==> src/rtl/zmod_rxalign.sv <==
`default_nettype none
// ============================================================================
// Module  : zmod_rxalign
// Brief   : Receive word-alignment controller. Holds the deserializer in
//           reset until the MMCM locks, then bitslips until a training word
//           is seen MATCH_COUNT times in a row.
// Rev     : 1.0  initial release
// ============================================================================
module zmod_rxalign #(
  parameter int             W             = 8,
  parameter logic [W-1:0]   TRAIN_PATTERN = 8'h5C,
  parameter int             RST_CYCLES    = 16,
  parameter int             SETTLE_CYCLES = 8,
  parameter int             MATCH_COUNT   = 4,
  parameter int             SLIP_WAIT     = 4,
  parameter int             MAX_SLIPS     = 8
) (
  input  logic          clk,
  input  logic          rst_n,
  input  logic          locked,
  input  logic          realign,
  input  logic [W-1:0]  rx_data,
  output logic          serdes_rst,
  output logic          bitslip,
  output logic          aligned,
  output logic [W-1:0]  data_out,
  output logic          data_valid,
  output logic [3:0]    slip_count,
  output logic [7:0]    retry_count
);

  localparam int c_CNT_MAX = (RST_CYCLES > SETTLE_CYCLES)
                           ? ((RST_CYCLES > SLIP_WAIT) ? RST_CYCLES : SLIP_WAIT)
                           : ((SETTLE_CYCLES > SLIP_WAIT) ? SETTLE_CYCLES : SLIP_WAIT);
  localparam int c_CNT_W   = $clog2(c_CNT_MAX + 1);
  localparam int c_MATCH_W = $clog2(MATCH_COUNT + 1);

  localparam logic [c_CNT_W-1:0]   c_RST_LOAD    = c_CNT_W'(RST_CYCLES - 1);
  localparam logic [c_CNT_W-1:0]   c_SETTLE_LOAD = c_CNT_W'(SETTLE_CYCLES - 1);
  localparam logic [c_CNT_W-1:0]   c_SLIP_LOAD   = c_CNT_W'(SLIP_WAIT - 1);
  localparam logic [c_MATCH_W-1:0] c_MATCH_LAST  = c_MATCH_W'(MATCH_COUNT - 1);
  localparam logic [3:0]           c_MAX_SLIPS   = 4'(MAX_SLIPS);

  typedef enum logic [2:0] {
    S_WAIT_LOCK = 3'd0,
    S_RST       = 3'd1,
    S_SETTLE    = 3'd2,
    S_CHECK     = 3'd3,
    S_SLIP      = 3'd4,
    S_SLIP_WAIT = 3'd5,
    S_ALIGNED   = 3'd6
  } state_t;

  state_t                r_state;
  logic [c_CNT_W-1:0]    r_cnt;
  logic [c_MATCH_W-1:0]  r_match;
  logic                  r_lock_meta;
  logic                  r_lock_s;

  // locked comes straight from the MMCM and is asynchronous to clk
  always_ff @(posedge clk or negedge rst_n) begin
    if (!rst_n) begin
      r_lock_meta <= 1'b0;
      r_lock_s    <= 1'b0;
    end else begin
      r_lock_meta <= locked;
      r_lock_s    <= r_lock_meta;
    end
  end

  always_ff @(posedge clk or negedge rst_n) begin
    if (!rst_n) begin
      data_out <= '0;
    end else begin
      data_out <= rx_data;
    end
  end

  always_ff @(posedge clk or negedge rst_n) begin
    if (!rst_n) begin
      r_state     <= S_WAIT_LOCK;
      r_cnt       <= '0;
      r_match     <= '0;
      serdes_rst  <= 1'b1;
      bitslip     <= 1'b0;
      aligned     <= 1'b0;
      data_valid  <= 1'b0;
      slip_count  <= '0;
      retry_count <= '0;
    end else if (!r_lock_s) begin
      r_state    <= S_WAIT_LOCK;
      serdes_rst <= 1'b1;
      bitslip    <= 1'b0;
      aligned    <= 1'b0;
      data_valid <= 1'b0;
      slip_count <= '0;
    end else if (realign && (r_state != S_WAIT_LOCK)) begin
      r_state    <= S_RST;
      r_cnt      <= c_RST_LOAD;
      serdes_rst <= 1'b1;
      bitslip    <= 1'b0;
      aligned    <= 1'b0;
      data_valid <= 1'b0;
      slip_count <= '0;
    end else begin
      case (r_state)
        S_WAIT_LOCK: begin
          serdes_rst <= 1'b1;
          r_cnt      <= c_RST_LOAD;
          r_state    <= S_RST;
        end
        S_RST: begin
          if (r_cnt == '0) begin
            serdes_rst <= 1'b0;
            r_cnt      <= c_SETTLE_LOAD;
            r_state    <= S_SETTLE;
          end else begin
            r_cnt <= r_cnt - 1'b1;
          end
        end
        S_SETTLE: begin
          r_match <= '0;
          if (r_cnt == '0) begin
            r_state <= S_CHECK;
          end else begin
            r_cnt <= r_cnt - 1'b1;
          end
        end
        S_CHECK: begin
          if (rx_data == TRAIN_PATTERN) begin
            if (r_match == c_MATCH_LAST) begin
              aligned    <= 1'b1;
              data_valid <= 1'b1;
              r_state    <= S_ALIGNED;
            end else begin
              r_match <= r_match + 1'b1;
            end
          end else if (slip_count < c_MAX_SLIPS) begin
            bitslip <= 1'b1;
            r_state <= S_SLIP;
          end else begin
            // out of slips: restart the deserializer from scratch
            slip_count <= '0;
            if (retry_count != 8'hFF) begin
              retry_count <= retry_count + 8'd1;
            end
            serdes_rst <= 1'b1;
            r_cnt      <= c_RST_LOAD;
            r_state    <= S_RST;
          end
        end
        S_SLIP: begin
          bitslip    <= 1'b0;
          slip_count <= slip_count + 4'd1;
          r_cnt      <= c_SLIP_LOAD;
          r_state    <= S_SLIP_WAIT;
        end
        S_SLIP_WAIT: begin
          r_match <= '0;
          if (r_cnt == '0) begin
            r_state <= S_CHECK;
          end else begin
            r_cnt <= r_cnt - 1'b1;
          end
        end
        S_ALIGNED: begin
          aligned    <= 1'b1;
          data_valid <= 1'b1;
        end
        default: begin
          serdes_rst <= 1'b1;
          r_state    <= S_WAIT_LOCK;
        end
      endcase
    end
  end

endmodule
`default_nettype wire
==> config.mk <==
export PLATFORM = sky130hd
export DESIGN_NAME = zmod_rxalign
export DESIGN_NICKNAME = d
export VERILOG_FILES = /design/src/rtl/zmod_rxalign.sv
export SDC_FILE = /design/constraint.sdc
export NUM_CORES = 1
export LEC_CHECK = 0
export BUFFER_PORTS_ARGS = -buffer_cell sky130_fd_sc_hd__buf_4
export CORE_ASPECT_RATIO = 0.8
export CORE_MARGIN = 1
export CORE_UTILIZATION = 54
export DETAILED_ROUTE_END_ITERATION = 10
export HOLD_SLACK_MARGIN = 0.02
export PLACE_DENSITY_LB_ADDON = 0.05
export REMOVE_ABC_BUFFERS = 1
export SETUP_SLACK_MARGIN = 0.15
export SYNTH_ARGS = -nofsm -noshare
export SYNTH_HDL_FRONTEND = slang
export SYNTH_SLANG_ARGS = --single-unit
export TNS_END_PERCENT = 1
==> constraint.sdc <==
create_clock -name clk -period 2.1 [get_ports clk]
set_input_delay 0.315 -clock clk [delete_from_list [all_inputs] [get_ports clk]]
set_output_delay 0.315 -clock clk [all_outputs]
set_load 0.01 [all_outputs]
==> impl_metrics.toml, run 1 <==
[grt]
antenna_found_initial = 0
grt_pass1_vias = 1437
grt_pass1_wl_um = 6670
grt_max_degree = 37
grt_use_total = 0.258
grt-ovfl-total = 0

[floorplan]
dieHeight_um = 54.2
start_util = 0.583
row_count = 18
die_x_um = 67.2
die-area_um2 = 3640
io_pins = 36
coreArea_um2 = 3150

[cells_and_area]
synthToLayoutAreaGrowth_pct = 24.6
drive_gt1_frac = 0.300
final_core_util = 0.726
fillers = 221
diodes = 0
final_area_um2 = 2290
nNetsFinal = 239

[worst_setup_path]
endpoint_kind = "flip-flop"
crit_required_ns = 2.28
path_buf_inv = 2
worstSetupPathType = "reg -> reg"
path_cells = "inv_1 > ha_2 > or4b_4 > buf_4 > or2_1 > o21ai_1 > o21ai_0 > o21a_1"
slowest_delay_ns = 0.49
crit_family = "simple AND/OR/NAND/NOR gates"
cp.arrival_ns = 2.17
critPathSlowestCell = "or4b_4"
crit_fanout = 4
startpoint_type = "flip-flop"

[route]
drt_pass1_iterations = 4
dr_wl_met2_um = 1990
via_per_inst = 5.98
drc = 0
wl_um = 4170
vias = 1572
drt-wirelength-per-cell_um = 15.9
highest_layer = "met4"
met3_length_um = 310
initialDrtViolationCount = 111
ant_nets = 0
drt-met1-wl_um = 1830

[logic_synthesis]
synth_top_area_share = 0.477
seq_area_frac_synth = 0.491
syn_inst = 177
ys_top_cells_by_area = "dfrtp_1 48%, o21ai_0 3.8%, ha_1 3.4%, nand2_1 3.1%, nor2_1 2.0%"
post-synth-top-area-cell = "dfrtp_1"
ys_types = 54
synth-edff-count = 0
yosysMostFrequentCell = "dfrtp_1"
synthFlopType = "dfrtp_1"
async_flop_share = 1.00
synth_warnings = 0
synthTopCellsByCount = "35 x dfrtp_1, 15 x nand2_1, 14 x o21ai_0"
postSynthRegisterBits = 36
syn_area_per_cell_um2 = 10.4
synth_area_um2 = 1840

[sta]
fin_ws_ns = 0.117
fin_crit_ns = 1.98
whs_ns = 0.141
finalSetupViolCount = 0
fin_skew_ns = 0.0109
hold_violations = 0
fin_crit_sh = 0.944
max_freq_mhz = 504
relSlewSlack = 0.703
worstMarginPinSlew_ns = 0.446
rsz0062_at_grt = "yes"
finalSetupTns_ns = 0
slew_viol_final = 0

[placed_design]
place_ws_ns = 0.112
placed_cell_area_um2 = 2140
io_buffers = 35
dpl.hpwl_um = 3020
gp_congestion = 0.864

[clock_network]
clock_latency_ns = 0.29
cts.reportedPaths.clkPinSlew_ns = 0.08
tritoncts = "built"
htreeDepth = 2
clock-sinks = 36
cts.path.max_buffers = 2
numCtsBuffers = 5
clockRootBuffer = "clkbuf_8"

[pwr]
ir_drop_v = 0.000316
p_leak_nw = 1.04
p_per_area_nw_per_um2 = 587

[job]
drv_cap = 0

[min_path]
hold_path.class = "in -> reg"

[run_status]
status = "complete, no violations"
==> layer usage <==
layer  track usage  up-vias
li1              -      745
met1         0.344      753
met2         0.400       67
met3        0.0805        7
met4        0.0851        0
met5             0        -
==> cell families after synthesis <==
family,synth area share
simple gates,0.211
compound gates,0.180
flops,0.491
buf+inv,0.0368
xor+xnor,0.0286
fa+ha+maj,0.0340
mux,0.0184
==> state kept, by name, indices dropped and copies added, names as in the netlist <==
name,flops
r_cnt,5
retry_count,8
serdes_rst,1
data_valid,1
bitslip,1
r_lock_s,1
r_lock_meta,1
data_out,8
r_state,3
slip_count,4
r_match,3
==> repair_timing <==
item                                    CTS  global route
hold buffers                              1             0
hold endpoints to repair                 35             0
endpoints found under the setup margin    1            10
gates cloned                              0             0
setup buffers                             3             0
gates resized for setup                   4             3
pin swaps                                 3             1
==> layout by cell type, fill, tap and decap left out, drive strengths merged, types with 2 or more instances in the layout <==
cell type  count
o22ai          3
or2            2
dfrtp         35
o21a           5
xor2           4
inv            7
nand2b         3
nor2b          2
a22o           2
o31ai          2
clkbuf         8
xnor2          2
nor2          10
nand4bb        2
and4bb         2
buf           42
mux2           3
a21oi          8
or3            2
nor3           6
nand3          6
and2b          2
nand4          4
nor3b          3
a211oi         3
ha             5
nand2         15
o21ai         18
==> final timing paths <==
kind,from,depth (start not counted),slack [ns],to
max,r_cnt[1]$_DFFE_PN0P_,8,0.12,r_cnt[3]$_DFFE_PN0P_
min,locked,1,0.14,r_lock_meta$_DFF_PN0_
max reg2reg,r_cnt[1]$_DFFE_PN0P_,8,0.12,r_cnt[3]$_DFFE_PN0P_
min reg2reg,r_lock_meta$_DFF_PN0_,0,0.35,r_lock_s$_DFF_PN0_
max in group asynchronous,rst_n,2,1.25,r_state[0]$_DFFE_PN0P_
min in group asynchronous,rst_n,2,0.51,r_state[1]$_DFFE_PN0P_
==> where the power goes <==
part	internal, W	switching, W
sequential	0.000711	0.0000217
combinational	0.0000510	0.0000631
clock	0.000267	0.000230
total	0.00103	0.000315
==> final cells by class <==
type	instances	area, um^2	share of cell area
sequential	36	903	0.395
clock buffer	8	90.1	0.0393
tap	40	50.0	0.0219
timing repair buffer	43	325	0.142
inverter	7	26.3	0.0115
multi-input combinational	129	895	0.391
==> metrics by stage <==
step / power (W) / cells
finish: 0.00134 / 263
global route: 0.00140 / 263
CTS: 0.00135 / 263
detailed placement: 0.000854 / 251
global placement: 0.000850 / 251
floorplan: 0.000792 / 172
No activity file was read; power rests on OpenSTA's default activity.
==> run 2, diff against run 1 <==
Settings changed: ABC_AREA set to 1, CORE_UTILIZATION 54 to 55, GPL_ROUTABILITY_DRIVEN set to 0.
==> run 2 against run 1 <==
Sequential power is 27% higher. Critical endpoint is now retry_count[0]$_DFFE_PN0P_. Highest routed layer unchanged. Count of clock-buffer cells in the layout shrank 3. Routed wire length decreased by 3.7%. Largest power group unchanged. Flip-flop and latch count unchanged. Worst setup slack better by 0.26 ns. Clock power increased by 21%. Sequential share of layout area is 2.1 points lower. Power grew 78%. Non-clock buffer count shrank 7.
==> impl_metrics.toml, run 2 <==
[floorplan]
coreArea_um2 = 3470
dieHeight_um = 56.2
io_pins = 36
row_count = 19
start_util = 0.581
die-area_um2 = 3920
die_x_um = 69.7

[worst_setup_path]
cp.arrival_ns = 1.90
crit_fanout = 9
path_cells = "nand2_4 > inv_2 > nand2_2 > nor2_2 > nand2_1 > inv_1 > nand2_4 > xor2_1"
path_buf_inv = 2
crit_required_ns = 2.27
crit_top_cell = "nand2_4"
slowest_delay_ns = 0.62
crit_family = "flip-flops"
worstSetupPathType = "reg -> reg"
endpoint_kind = "flip-flop"
critPathSlowestCell = "dfrtp_1"
startpoint_type = "flip-flop"

[pwr]
power_w = 0.00240
switching_share = 0.390
pwr-share-seq = 0.389
comb_power_share = 0.360
p_clk_frac = 0.251
p_leak_nw = 1.28
p_int_w = 0.00146
power.switching_w = 0.000934
p_per_area_nw_per_um2 = 993
ir_drop_v = 0.000591

[logic_synthesis]
synthFlopType = "dfrtp_1"
syn_inst = 249
synth_area_um2 = 2020
syn_area_per_cell_um2 = 8.11
seq_area_frac_synth = 0.447
postSynthRegisterBits = 36
synth-edff-count = 0
synthTopCellsByCount = "80 x nand2_1, 35 x dfrtp_1, 22 x inv_1"
async_flop_share = 1.00
ys_top_cells_by_area = "dfrtp_1 43%, nand2_1 15%, nand3_1 5.2%, inv_1 4.1%, o21ai_0 4.0%"
ys_types = 29
synth_top_area_share = 0.434
post-synth-top-area-cell = "dfrtp_1"
synth_warnings = 0
yosysMostFrequentCell = "nand2_1"

[route]
vias = 1707
drt_pass1_iterations = 4
via_per_inst = 5.17
wl_um = 4020
initialDrtViolationCount = 112
drt-wirelength-per-cell_um = 12.2
ant_nets = 0
drc = 0

[cells_and_area]
reg_top3 = "data_out (8), retry_count (8), r_cnt (5)"
final_cell_mix = "80 x nand2_1, 35 x dfrtp_1, 35 x buf_4"
diodes = 0
final_area_um2 = 2410
drive_gt1_frac = 0.226
final_common_cell = "nand2_1"
synthToLayoutAreaGrowth_pct = 19.5
nNetsFinal = 304

[placed_design]
placed_cell_area_um2 = 2290
io_buffers = 35
dpl.hpwl_um = 3000

[clock_network]
tritoncts = "built"
htreeDepth = 2
cts.reportedPaths.clkPinSlew_ns = 0.07
cts.path.max_buffers = 2
clock_latency_ns = 0.29
clockRootBuffer = "clkbuf_8"
numCtsBuffers = 5
clock-sinks = 36

[sta]
worstMarginPinSlew_ns = 0.497
rsz0062_at_grt = "no"
fin_crit_sh = 0.822
fin_skew_ns = 0.00421
max_freq_mhz = 579
relSlewSlack = 0.669
whs_ns = 0.127
hold_violations = 0
slew_viol_final = 0
finalSetupTns_ns = 0
fin_crit_ns = 1.73
finalSetupViolCount = 0

[grt]
grt-ovfl-total = 0
grt_max_degree = 37
antenna_found_initial = 0
grt_pass1_wl_um = 7020
grt_use_total = 0.225
grt_pass1_vias = 1607

[run_status]
status = "complete, no violations"

[min_path]
hold_path.class = "in -> reg"

[job]
drv_cap = 0
[run 2: changes by cell type in the layout (fill, tap and decap cells not counted), sizes merged, moves of 5 or more]
cell / delta
o21a: -5
nand3: +15
buf: -7
nand2: +75
inv: +19
nor2: +10
[run 2: kinds of logic (layout without fill, tap and decap cells)]
logic type,after synthesis,after routing,share of synthesized area
and+or+nand+nor,141,141,0.332
DFF,36,36,0.447
buffers and inverters,31,70,0.0694
AOI/OAI and AO/OA,25,25,0.0732
xor gates and xnor gates,11,11,0.0477
adders and majority gates,5,5,0.0310
[run 2: timing repair]
item | CTS | global route
gates resized for setup | 0 | 0
hold buffers | 1 | 0
buffers inserted | 0 | 0
hold endpoints to repair | 35 | 0
[run 2: per-stage QoR]
| stage | instances | setup WS, ns | util |
|---|---|---|---|
| finish | 330 | 0.374 | 0.695 |
| global route | 330 | 0.212 | 0.695 |
| CTS | 330 | 0.385 | 0.695 |
| detailed placement | 321 | 0.405 | 0.660 |
| global placement | 321 | 0.430 | 0.660 |
| floorplan | 244 | 0.646 | - |
[run 2: power by group through the flow]
stage	Combinational (W)	Clock [W]	Sequential, W
final	0.000862	0.000603	0.000932
after global routing	0.000976	0.000644	0.000949
after CTS	0.000862	0.000617	0.000932
after detailed placement	0.000857	0	0.000944
after global placement	0.000853	0	0.000942
after floorplan	0.000656	0	0.000924
[run 2: path summary, 6_finish.rpt]
kind / from / to / slack, ns / cells after the start
worst max-delay path: r_state[1]$_DFFE_PN0P_ / retry_count[0]$_DFFE_PN0P_ / 0.37 / 8
worst min-delay path: locked / r_lock_meta$_DFF_PN0_ / 0.13 / 1
worst max register to register: r_state[1]$_DFFE_PN0P_ / retry_count[0]$_DFFE_PN0P_ / 0.37 / 8
worst min register to register: r_lock_meta$_DFF_PN0_ / r_lock_s$_DFF_PN0_ / 0.35 / 0
max in group asynchronous: rst_n / serdes_rst$_DFFE_PN1P_ / 1.24 / 2
min in group asynchronous: rst_n / data_out[4]$_DFF_PN0_ / 0.51 / 2
[run 2: cell type report]
cell class,instances,area (um^2)
sequential,36,902
clock buffer,5,68.8
fill,296,1060
clock inverter,3,42.5
inverter,26,97.6
multi-input combinational,182,976
timing repair buffer,36,273
tap,42,52.6
[run 2: layer usage]
metal / global-route usage / routed length [um] / vias up
met5: 0 / 0 / -
met4: 0.0571 / 48 / 0
met3: 0.0580 / 243 / 6
met2: 0.340 / 1750 / 53
met1: 0.326 / 1980 / 776
li1: - / - / 872
==> run 3, diff against run 2 <==
Settings changed: CORE_UTILIZATION 55 to 50.
Clock period 2.1 ns to 1.4 ns, I/O delays scaled along.
==> run 3 against run 2 <==
The run now ends with negative setup slack left. Sequential share of layout area decreased by 4.8 points. Hold slack got worse by 0.092 ns. First-iteration DRC count is 53% lower. Clock power up 16%. Critical path type unchanged.
==> impl_metrics.toml, run 3 (synthesis gave the netlist of run 2 again) <==
[run_status]
status = "complete, but fails checks"
violations = "negative setup slack"

[worst_setup_path]
endpoint_kind = "flip-flop"
startpoint_type = "flip-flop"
crit_fanout = 9
cp.arrival_ns = 1.58
worstSetupPathType = "reg -> reg"
crit_required_ns = 1.58

[clock_network]
numCtsBuffers = 5
htreeDepth = 2
clock_latency_ns = 0.29
clock-sinks = 36
tritoncts = "built"
cts.path.max_buffers = 2
cts.reportedPaths.clkPinSlew_ns = 0.07
clockRootBuffer = "clkbuf_8"

[min_path]
hold_path.class = "in -> reg"

[sta]
hold_violations = 0
max_freq_mhz = 713
fin_ws_ns = -0.00279
fin_crit_ns = 1.40
whs_ns = 0.0345
finalSetupViolCount = 1
finalSetupTns_ns = -0.00279
worstMarginPinSlew_ns = 0.438
rsz0062_at_grt = "yes"
fin_crit_sh = 1.00
slew_viol_final = 0
fin_skew_ns = 0.00548
relSlewSlack = 0.708

[cells_and_area]
final_common_cell = "nand2_1"
final_cell_mix = "75 x nand2_1, 69 x buf_4, 32 x dfrtp_1"
drive_gt1_frac = 0.366
diodes = 0
nNetsFinal = 341
synthToLayoutAreaGrowth_pct = 37.5
final_area_um2 = 2780
reg_top3 = "data_out (8), retry_count (8), r_cnt (5)"
final_cells = 380

[grt]
grt_use_total = 0.238
grt_max_degree = 37
grt_pass1_vias = 1668
grt_pass1_wl_um = 7570
antenna_found_initial = 0
grt-ovfl-total = 0

[placed_design]
dpl.hpwl_um = 3340
placed_cell_area_um2 = 2570
io_buffers = 35
place_ws_ns = -0.113
dp_cells = 369

[floorplan]
dieHeight_um = 58.8
start_util = 0.527
die_x_um = 73.0
io_pins = 36
coreArea_um2 = 3830
die-area_um2 = 4300
row_count = 20

[pwr]
ir_drop_v = 0.000906
p_leak_nw = 1.46
p_per_area_nw_per_um2 = 1450

[route]
drc = 0
ant_nets = 0
drt_pass1_iterations = 4
wl_um = 4500
via_per_inst = 4.83
drt-wirelength-per-cell_um = 11.9
vias = 1835
initialDrtViolationCount = 53

[job]
drv_cap = 0
-- run 3: cell count changes in the layout (fill, tap and decap cells not counted), sizes merged --
| cell | before | now |
|---|---|---|
| clkinvlp | 1 | 0 |
| clkinv | 1 | 2 |
| dlygate4sd3 | 1 | 2 |
| buf | 35 | 71 |
| clkbuf | 5 | 7 |
| inv | 26 | 25 |
| bufinv | 1 | 0 |
-- run 3: worst max-delay path, stage by stage, from the launching register on --
cell and delay [ns]:
dfrtp_2 0.47, nor2_8 0.15, nand2_4 0.08, nand2_8 0.07, nand2_8 0.08, a21oi_4 0.17
nand2_4 0.12, xor2_1 0.15
-- run 3: cell type report --
| cell class | instances | area (um^2) |
|---|---|---|
| inverters | 26 | 110 |
| fillers | 312 | 1050 |
| well taps | 55 | 68.8 |
| multi-input cells | 182 | 1050 |
| clock inverters | 1 | 5.00 |
| clock buffers | 7 | 76.3 |
| flip-flops and latches | 36 | 906 |
| repair buffers | 73 | 561 |
-- run 3: repair_timing --
| item | CTS | global route |
|---|---|---|
| setup endpoints to repair | 26 | 26 |
| hold endpoints to repair | 35 | 1 |
| hold buffers | 1 | 1 |
| pin swaps | 8 | 2 |
| resized for setup | 27 | 14 |
| setup buffers | 1 | 0 |
-- run 3: routing by layer --
metal,vias to the layer above,share of wire,global-route usage
met3,8,0.048,0.0634
li1,954,-,-
met4,0,0.012,0.0784
met1,827,0.50,0.338
met5,-,0,0
met2,46,0.44,0.353
-- run 3: stage by stage --
stage / utilization / total power, W
floorplan: - / 0.00237
global placement: 0.671 / 0.00310
detailed placement: 0.671 / 0.00312
CTS: 0.712 / 0.00397
global route: 0.725 / 0.00434
finish: 0.725 / 0.00401
-- run 3: where the power goes --
group | total (W) | internal, W | switching (W)
registers | 0.00136 | 0.00120 | 0.000164
logic | 0.00196 | 0.000891 | 0.00107
clock network | 0.000697 | 0.000349 | 0.000349
total | 0.00401 | 0.00244 | 0.00158
-- run 3: worst paths after layout --
| check | depth (start not counted) | start | slack (ns) | to |
|---|---|---|---|---|
| setup / recovery | 7 | r_state[2]$_DFFE_PN0P_ | -0.003 | retry_count[0]$_DFFE_PN0P_ |
| hold / removal | 1 | rx_data[2] | 0.03 | data_out[2]$_DFF_PN0_ |
| setup reg to reg | 7 | r_state[2]$_DFFE_PN0P_ | -0.003 | retry_count[0]$_DFFE_PN0P_ |
| hold reg to reg | 0 | r_lock_meta$_DFF_PN0_ | 0.37 | r_lock_s$_DFF_PN0_ |
| max in group asynchronous | 2 | rst_n | 0.65 | serdes_rst$_DFFE_PN1P_ |
| min in group asynchronous | 2 | rst_n | 0.41 | data_out[0]$_DFF_PN0_ |
